<file path="config.mk">
export PLATFORM = sky130hd
export DESIGN_NAME = byte_tx_shifter
export DESIGN_NICKNAME = d
export VERILOG_FILES = /design/src/rtl/byte_tx_shifter.sv
export SDC_FILE = /design/constraint.sdc
export NUM_CORES = 1
export LEC_CHECK = 0
export BUFFER_PORTS_ARGS = -buffer_cell sky130_fd_sc_hd__buf_4
export CAP_MARGIN = 20
export CORE_MARGIN = 2
export CORE_UTILIZATION = 35
export CTS_BUF_LIST = sky130_fd_sc_hd__clkbuf_4 sky130_fd_sc_hd__clkbuf_8
export CTS_CLUSTER_SIZE = 10
export DETAILED_ROUTE_END_ITERATION = 10
export PLACE_DENSITY = 0.6
export SLEW_MARGIN = 20
export SYNTH_ARGS = -nofsm -noshare
export SYNTH_HDL_FRONTEND = slang
export SYNTH_SLANG_ARGS = --single-unit
</file>
<file path="constraint.sdc">
create_clock -name clk -period 2.6 [get_ports clk]
set_clock_uncertainty 0.15 [all_clocks]
set_input_delay 0.39 -clock clk [delete_from_list [all_inputs] [get_ports clk]]
set_output_delay 0.39 -clock clk [all_outputs]
set_load 0.02 [all_outputs]
</file>
<file path="src/rtl/byte_tx_shifter.sv">
// Byte transmitter for an open-drain serial bus: shifts a byte out on SCL
// falling strobes, then samples the receiver's ACK on an SCL rising strobe.
module byte_tx_shifter #(
  parameter int MSB_FIRST = 1
) (
  input  logic       clk,
  input  logic       rst,
  input  logic [7:0] data_in,
  input  logic       load,
  input  logic       scl_fall,
  input  logic       scl_rise,
  input  logic       abort,
  input  logic       sda_in,
  output logic       sda_out,
  output logic       busy,
  output logic       byte_done,
  output logic       ack_received
);

  typedef enum logic [1:0] {
    IDLE  = 2'd0,
    SHIFT = 2'd1,
    ACK   = 2'd2,
    DONE  = 2'd3
  } state_t;

  state_t     state, state_nxt;
  logic [7:0] shreg, shreg_nxt;
  logic [2:0] bit_cnt, bit_cnt_nxt;
  logic       ack_nxt;

  function automatic logic head_bit(input logic [7:0] r);
    return (MSB_FIRST != 0) ? r[7] : r[0];
  endfunction

  // Move the next bit into the head position; vacated bits read as released.
  function automatic logic [7:0] shift_one(input logic [7:0] r);
    return (MSB_FIRST != 0) ? {r[6:0], 1'b1} : {1'b1, r[7:1]};
  endfunction

  always_ff @(posedge clk) begin
    if (rst) begin
      state        <= IDLE;
      shreg        <= 8'hFF;
      bit_cnt      <= 3'd0;
      ack_received <= 1'b0;
    end else begin
      state        <= state_nxt;
      shreg        <= shreg_nxt;
      bit_cnt      <= bit_cnt_nxt;
      ack_received <= ack_nxt;
    end
  end

  always_comb begin
    state_nxt   = state;
    shreg_nxt   = shreg;
    bit_cnt_nxt = bit_cnt;
    ack_nxt     = ack_received;
    case (state)
      IDLE: begin
        if (load && !abort) begin
          shreg_nxt   = data_in;
          bit_cnt_nxt = 3'd0;
          ack_nxt     = 1'b0;
          state_nxt   = SHIFT;
        end
      end
      SHIFT: begin
        if (abort) begin
          state_nxt = IDLE;
        end else if (scl_fall) begin
          if (bit_cnt == 3'd7) begin
            state_nxt = ACK;
          end else begin
            shreg_nxt   = shift_one(shreg);
            bit_cnt_nxt = bit_cnt + 3'd1;
          end
        end
      end
      ACK: begin
        if (abort) begin
          state_nxt = IDLE;
        end else if (scl_rise) begin
          ack_nxt   = ~sda_in;
          state_nxt = DONE;
        end
      end
      DONE: begin
        state_nxt = IDLE;
      end
      default: begin
        state_nxt = IDLE;
      end
    endcase
  end

  assign sda_out   = (state == SHIFT) ? head_bit(shreg) : 1'b1;
  assign busy      = (state != IDLE);
  assign byte_done = (state == DONE);

endmodule

</file>
==> results of run 1 <==
## sequential cells by signal (all words and copies together) (netlist names)
register      count
shreg             8
bit_cnt           3
state             2
ack_received      1
## worst max path at each step
stage | start | to | slack [ns] | depth (start not counted)
2_1_floorplan | bit_cnt[0] | bit_cnt[0] | 0.70 | 5
3_3_place_gp | bit_cnt[0] | bit_cnt[0] | 0.63 | 5
3_5_place_dp | bit_cnt[0] | bit_cnt[0] | 0.60 | 5
4_1_cts | state[0] | sda_out | 0.35 | 3
5_1_grt | state[0] | sda_out | 0.23 | 3
6_report | state[0] | sda_out | 0.38 | 3
## layout by cell type, fill, tap and decap left out, types with 2 or more instances in the layout
cell type / n
mux2i_1: 10
dfxtp_1: 14
or2_2: 2
and3b_1: 7
nand2b_1: 5
a21oi_1: 3
a211oi_1: 7
clkbuf_4: 3
ha_1: 2
or3b_2: 3
buf_4: 19
nor2_1: 8
## layout make-up
type	count	share of cell area, %
timing repair buffer	19	14.4
sequential	14	28.3
clock buffer	4	3.67
inverter	1	0.379
tap	28	3.54
multi-input combinational	64	49.7
## metal layers
metal  share of wire, %  wire length [um]  track usage (%)  vias up
met3                4.4                69             2.59        2
met4                1.3                20             7.89        0
met1                 46               732             15.5      312
li1                   -                 -                -      344
met5                  0                 0                0        -
met2                 48               753             21.1       14
## cell families after synthesis
logic type,count (synthesis)
AND/OR/NAND/NOR,34
AO/OA/AOI/OAI,17
multiplexers,11
adder cells (fa/ha/maj),2
flip-flops,14
buffers and inverters,7
## power breakdown
group | leakage, uW | switching, uW | internal (uW)
registers | 0.000114 | 7.20 | 224
logic | 0.000316 | 31.3 | 39.2
clock network | 0.0000210 | 73.4 | 85.2
total | 0.000451 | 112 | 349
## metrics by stage
stage | area [um2] | total power, uW | worst slack [ns] | util (%) | cells
2_1_floorplan | 801 | 279 | 0.704 | - | 85
3_3_place_gp | 953 | 307 | 0.632 | 43.5 | 126
3_5_place_dp | 953 | 307 | 0.598 | 43.5 | 126
4_1_cts | 990 | 472 | 0.347 | 45.2 | 130
5_1_grt | 990 | 486 | 0.228 | 45.2 | 130
6_report | 990 | 460 | 0.385 | 45.2 | 130
==> flow_summary.json, run 1 <==
{
  "holdWs_ns": 0.181,
  "avgSynthCellArea_um2": 9.42,
  "synth.most_common_cell": "dfxtp_1",
  "ff2ff_setup_slack_ns": 0.60,
  "ys_seq_area_share_pct": 35.0,
  "die_area_um2": 2690,
  "outcome": "finished, final reports clean",
  "critical_path.top_delay_family": "simple AND/OR/NAND/NOR gates",
  "synthArstFlopShare_pct": 0,
  "tightest_slew_ns": 0.470,
  "synth_warnings": 0,
  "grt_pass1_wl_mm": 2.57,
  "post_cts_resized": 0,
  "post_cts_buffers": 0,
  "synth-simple-area-share_pct": 28.0,
  "startpoint_type": "register",
  "min_to": "state[1]",
  "synth_top_family_by_area": "simple AND/OR/NAND/NOR gates",
  "clockBufferDepth": 2,
  "seq_area_um2": 280,
  "via_count": 672,
  "cp_slowest_cell": "dfxtp_1",
  "max_stage_delay_ns": 0.59,
  "hold_viol_final": 0,
  "drt_wl_total_mm": 1.58,
  "setup_viol": 0,
  "cts_tree": "done",
  "start_util_pct": 36.6,
  "crit_buf_inv": 1,
  "layout-drive-gt1-share_pct": 32.4,
  "syn_nets": 102,
  "n_fill_cell": 216,
  "ant_nets": 0,
  "clk_latency_ns": 0.28,
  "via_per_inst": 5.17,
  "dr.pass1.iters": 3,
  "p_per_area_nw_per_um2": 465,
  "maxSlewHeadroom_pct": 68.7,
  "clock.fmax_ghz": 0.451,
  "synth-adder-area-share_pct": 3.13,
  "io_buffers": 18,
  "wl_per_cell_um": 12.1,
  "yosys-top-cells-area": "dfxtp_1, mux2i_1, and3b_1",
  "syn_to_final_growth_pct": 23.6,
  "gp_congestion": 0.751,
  "num_rows": 17,
  "drc": 0,
  "multi_input_area_um2": 492,
  "rr_worst_depth": 5,
  "synth_mux_area_share_pct": 14.4,
  "synthTopCellsByCount": "dfxtp_1, mux2i_1, nor2_1, a211oi_1, and3b_1",
  "ctsHoldBuffers": 0,
  "cts.clk_slew.worst_paths_ns": 0.09,
  "ir_drop_v": 0.000247,
  "drv_slew": 0,
  "core_area_um2": 2190,
  "post-dp-hpwl_mm": 1.13,
  "syn_area_um2": 801,
  "yosysTopAreaCellShare_pct": 35.0,
  "antenna_found_initial": 0,
  "drtIter0Drc": 2,
  "grtUsageTotal_pct": 12.9,
  "rr_startpoint": "bit_cnt[0]",
  "grt_max_degree": 25,
  "htree_num_levels": 1,
  "required_ns": 2.06,
  "synth_compound_area_share_pct": 15.9,
  "die_width_um": 51.8,
  "worstHoldPathType": "primary input to register",
  "synth_area_leader_cell": "dfxtp_1",
  "cap_violations": 0,
  "r2r-end": "bit_cnt[0]",
  "path_class": "register to output pin",
  "period_needed_ns": 2.22,
  "ios": 19,
  "rsz0062_at_grt": "false",
  "grt-ovfl-total": 0,
  "antenna_cells": 0,
  "cts.sinks": 14,
  "path_cells": "nand2b_1 > or2_2 > buf_4",
  "p_leak_uw": 0.000451,
  "period_share_pct": 85.2,
  "ys_ff_latch": 14,
  "cts_root_buf": "clkbuf_4",
  "numCtsBuffers": 3,
  "syn_inst": 85,
  "hold_depth": 2,
  "hold_start": "abort",
  "yosysUniqueCellTypes": 30,
  "grt_pass1_vias": 601,
  "fin_nets": 120,
  "crit_fanout": 16,
  "cp-end-kind": "output pin",
  "die_y_um": 51.8,
  "tns_ns": 0,
  "crit_arrival_ns": 1.68,
  "synth_xor_area_share_pct": 0,
  "yosys_most_used_dff": "dfxtp_1",
  "synth-edff-count": 0
}
(Power assumes the default switching activity.)
==> run 2: changes to the inputs <==
- BUFFER_PORTS_ARGS: -buffer_cell sky130_fd_sc_hd__buf_4 -> default
- DONT_BUFFER_PORTS: default -> 1
- PLACE_DENSITY: 0.6 -> 0.53
==> run 2 against run 1 <==
Compared with the run above: sequential power about the same; first-iteration DRC count rose to 3.0 times the previous value; power down 6.4%; global-route usage up 0.23 points; register-to-register slack worse by 0.02 ns; highest routed layer unchanged.
==> flow_summary.json, run 2 (synthesized netlist as in run 1, its figures left out) <==
{
  "cts_tree": "done",
  "drtIter0Drc": 6,
  "clock.fmax_ghz": 0.489,
  "maxSlewHeadroom_pct": 68.3,
  "ios": 19,
  "final_cells": 113,
  "drt_wl_total_mm": 1.53,
  "via_per_inst": 5.44,
  "dpl.cell_count": 109,
  "setup_viol": 0,
  "clk_latency_ns": 0.27,
  "ctsHoldBuffers": 0,
  "required_ns": 2.06,
  "n_fill_cell": 225,
  "setup_slack_ns": 0.556,
  "worstHoldPathType": "primary input to register",
  "antenna_found_initial": 0,
  "die_area_um2": 2690,
  "crit_arrival_ns": 1.50,
  "regMostFlops": "shreg",
  "mostFrequentLayoutCell": "dfxtp_1",
  "use_met2_pct": 18.1,
  "grt_max_degree": 25,
  "antenna_cells": 0,
  "layout-drive-gt1-share_pct": 18.8,
  "rsz0062_at_grt": "false",
  "grt_pass1_vias": 579,
  "numCtsBuffers": 3,
  "hold_viol_final": 0,
  "syn_to_final_growth_pct": 7.66,
  "ir_drop_v": 0.000245,
  "use_met1_pct": 19.0,
  "final_cell_mix": "dfxtp_1, mux2i_1, nor2_1, and3b_1, a211oi_1",
  "dr.pass1.iters": 4,
  "startpoint_type": "register",
  "outcome": "finished, final reports clean",
  "seq_area_um2": 280,
  "die_width_um": 51.8,
  "core_area_um2": 2190,
  "via_count": 615,
  "die_y_um": 51.8,
  "clockBufferDepth": 2,
  "gp_congestion": 0.729,
  "post_cts_resized": 0,
  "post_cts_buffers": 0,
  "p_leak_uw": 0.000370,
  "dpl_worst_slack_ns": 0.570,
  "grt_pass1_wl_mm": 2.67,
  "finalPower_uw": 431,
  "ant_nets": 0,
  "cts.sinks": 14,
  "p_per_area_nw_per_um2": 500,
  "fin_nets": 103,
  "crit_fanout": 13,
  "num_rows": 17,
  "gr-max-usage-layer": "met1",
  "start_util_pct": 36.6,
  "drv_slew": 0,
  "reg_top3": "shreg: 8 flops, bit_cnt: 3 flops, state: 2 flops",
  "tightest_slew_ns": 0.476,
  "cap_violations": 0,
  "grtUsageTotal_pct": 13.2,
  "io_buffers": 0,
  "post-dp-hpwl_mm": 1.10,
  "multi_input_area_um2": 492,
  "cts_root_buf": "clkbuf_4",
  "drc": 0,
  "period_share_pct": 78.6,
  "wl_per_cell_um": 13.6,
  "largest_reg_flops": 8,
  "cp-end-kind": "output pin",
  "grt-ovfl-total": 0,
  "tns_ns": 0,
  "htree_num_levels": 1,
  "path_class": "register to output pin",
  "use_met3_pct": 2.87,
  "period_needed_ns": 2.04,
  "cts.clk_slew.worst_paths_ns": 0.09
}
-- run 2: cell count changes in the layout (fill, tap and decap cells not counted), sizes merged --
cell,before,now
buf,19,2
-- run 2: per-stage QoR --
step	hold WS [ns]	cell area [um2]	util, %
2_1_floorplan	0.303	801	-
3_3_place_gp	0.311	826	37.7
3_5_place_dp	0.314	826	37.7
4_1_cts	0.0171	862	39.3
5_1_grt	0.00443	862	39.3
6_report	0.0313	862	39.3
-- run 2: routing by layer --
metal,wire length (um),vias up
li1,-,311
met1,790,291
met2,656,11
met3,70,2
met4,14,0
met5,0,-
-- run 2: final cells by class --
class                           count  area share, %
Sequential cell                    14           32.5
Clock buffer                        4           4.21
Inverter                            1          0.435
Multi-Input combinational cell     64           57.0
Timing Repair Buffer                2           1.74
Tap cell                           28           4.06
-- run 2: where the power goes --
group          internal [uW]  switching (uW)  total [uW]
clock                   84.9            67.8         153
combinational           25.1            23.5        48.6
sequential               224            5.51         230
total                    334            96.8         431
-- run 2: critical path: stages, from the launching register on --
cell,delay (ns)
dfxtp_1,0.39
nand2b_1,0.39
or2_2,0.45
-- run 2: final timing paths --
| path | from | to | slack [ns] | cells past startpoint |
|---|---|---|---|---|
| setup / recovery | state[1] | sda_out | 0.56 | 2 |
| hold / removal | abort | state[1] | 0.03 | 1 |
| setup reg to reg | bit_cnt[0] | bit_cnt[0] | 0.58 | 5 |
| hold reg to reg | bit_cnt[1] | bit_cnt[1] | 0.33 | 2 |
==> run 3: changes to the inputs <==
- clock period: 2.6 -> 1.9 ns (I/O delays scaled with it)
==> run 3 against run 2 <==
Compared with the run above: global-route usage grew 0.060 points; hold slack worse by 0.016 ns; critical path depth increased by 3; via count is 1.1% lower; final cell count is 3.5% higher; non-clock buffer count increased by 4; critical endpoint is now shreg[3]; largest cell class unchanged; largest power group unchanged; cell area is 4.6% higher.
==> flow_summary.json, run 3 (synthesized netlist as in run 1, its figures left out) <==
{
  "outcome": "finished, final reports clean",
  "cts_tree": "done",
  "numCtsBuffers": 3,
  "drt_wl_total_mm": 1.61,
  "tightest_slew_ns": 0.313,
  "io_buffers": 0,
  "start_util_pct": 36.6,
  "stdcell_area_um2": 902,
  "wl_per_cell_um": 13.8,
  "die_width_um": 51.8,
  "period_needed_ns": 1.79,
  "grt_max_degree": 22,
  "core_area_um2": 2190,
  "ir_drop_v": 0.000289,
  "drc": 0,
  "num_rows": 17,
  "max_stage_delay_ns": 0.47,
  "dr.pass1.iters": 4,
  "hold_viol_final": 0,
  "cts.clk_slew.worst_paths_ns": 0.09,
  "grt_pass1_vias": 580,
  "grtUsageTotal_pct": 13.2,
  "crit_arrival_ns": 1.81,
  "regMostFlops": "shreg",
  "post_cts_buffers": 0,
  "required_ns": 1.92,
  "cp-end-kind": "register",
  "via_per_inst": 5.20,
  "die_area_um2": 2690,
  "via_count": 608,
  "layout-drive-gt1-share_pct": 23.6,
  "mostFrequentLayoutCell": "dfxtp_1",
  "clk_latency_ns": 0.28,
  "ios": 19,
  "holdWs_ns": 0.0150,
  "grt_pass1_wl_mm": 2.66,
  "gp_congestion": 0.668,
  "final_cell_mix": "dfxtp_1, mux2i_1, nor2_1, and3b_1, a211oi_1",
  "tns_ns": 0,
  "p_per_area_nw_per_um2": 676,
  "die_y_um": 51.8,
  "worstHoldPathType": "primary input to register",
  "drtIter0Drc": 7,
  "maxSlewHeadroom_pct": 79.1,
  "grt-ovfl-total": 0,
  "syn_to_final_growth_pct": 12.7,
  "post-dp-hpwl_mm": 1.11,
  "path_cells": "ha_1 > ha_2 > nand3b_1 > a211o_2 > mux2i_1",
  "clockBufferDepth": 2,
  "setup_viol": 0,
  "cp_slowest_cell": "a211o_2",
  "reg_top3": "shreg: 8 flops, bit_cnt: 3 flops, state: 2 flops",
  "p_leak_uw": 0.000385,
  "antenna_found_initial": 0,
  "drv_slew": 0,
  "htree_num_levels": 1,
  "cap_violations": 0,
  "cts.sinks": 14,
  "placed_area_um2": 841,
  "antenna_cells": 0,
  "fin_nets": 107,
  "path_class": "register to register",
  "rsz0062_at_grt": "false",
  "clock.fmax_ghz": 0.559,
  "largest_reg_flops": 8,
  "cts_root_buf": "clkbuf_4",
  "period_share_pct": 94.2,
  "crit_fanout": 6,
  "startpoint_type": "register",
  "ant_nets": 0
}
## run 3: worst max-delay path: cells and delay by family (launching register included)
family                   cells  cell delay (ns)
AO/OA/AOI/OAI                1             0.47
adder cells (fa/ha/maj)      2             0.36
flip-flops                   1             0.34
multiplexers                 1             0.14
AND/OR/NAND/NOR              1             0.22
## run 3: cell type report
type                    count  area [um2]
fillers                   224        1290
clock buffers               4        36.3
inverters                   1        3.75
multi-input cells          64         495
well taps                  28        35.0
flip-flops and latches     14         282
repair buffers              6        50.0
## run 3: metal layers
metal	GRT usage, %	vias up	share of wire (%)
li1	-	317	-
met1	19.5	278	55
met2	18.6	11	41
met3	2.59	2	3.9
met4	5.26	0	0.75
met5	0	-	0
## run 3: worst paths after layout
path | startpoint | slack (ns) | to | cells past startpoint
min | rst | 0.01 | shreg[7] | 2
min reg2reg | bit_cnt[2] | 0.34 | bit_cnt[2] | 2
max | bit_cnt[0] | 0.11 | shreg[3] | 5
max reg2reg | bit_cnt[0] | 0.11 | shreg[3] | 5
## run 3: where the power goes
part	internal (uW)	switching, uW
Combinational	40.5	34.2
Clock	116	104
Sequential	307	8.46
Total	464	146
## run 3: repair_timing
item	4_1_cts	5_1_grt
setup endpoints to repair	0	9
hold buffers	2	0
endpoints found under the hold margin	4	0
gates resized for setup	0	3
## run 3: stage by stage
step                      cells  total power (uW)  util, %  setup WS [ns]
final                       117               610     41.2          0.110
after CTS                   117               614     40.9         0.0593
after floorplan              85               382        -        0.00436
after global routing        117               640     41.2         0.0155
after global placement      111               391     38.4         0.0860
after detailed placement    111               391     38.4         0.0729
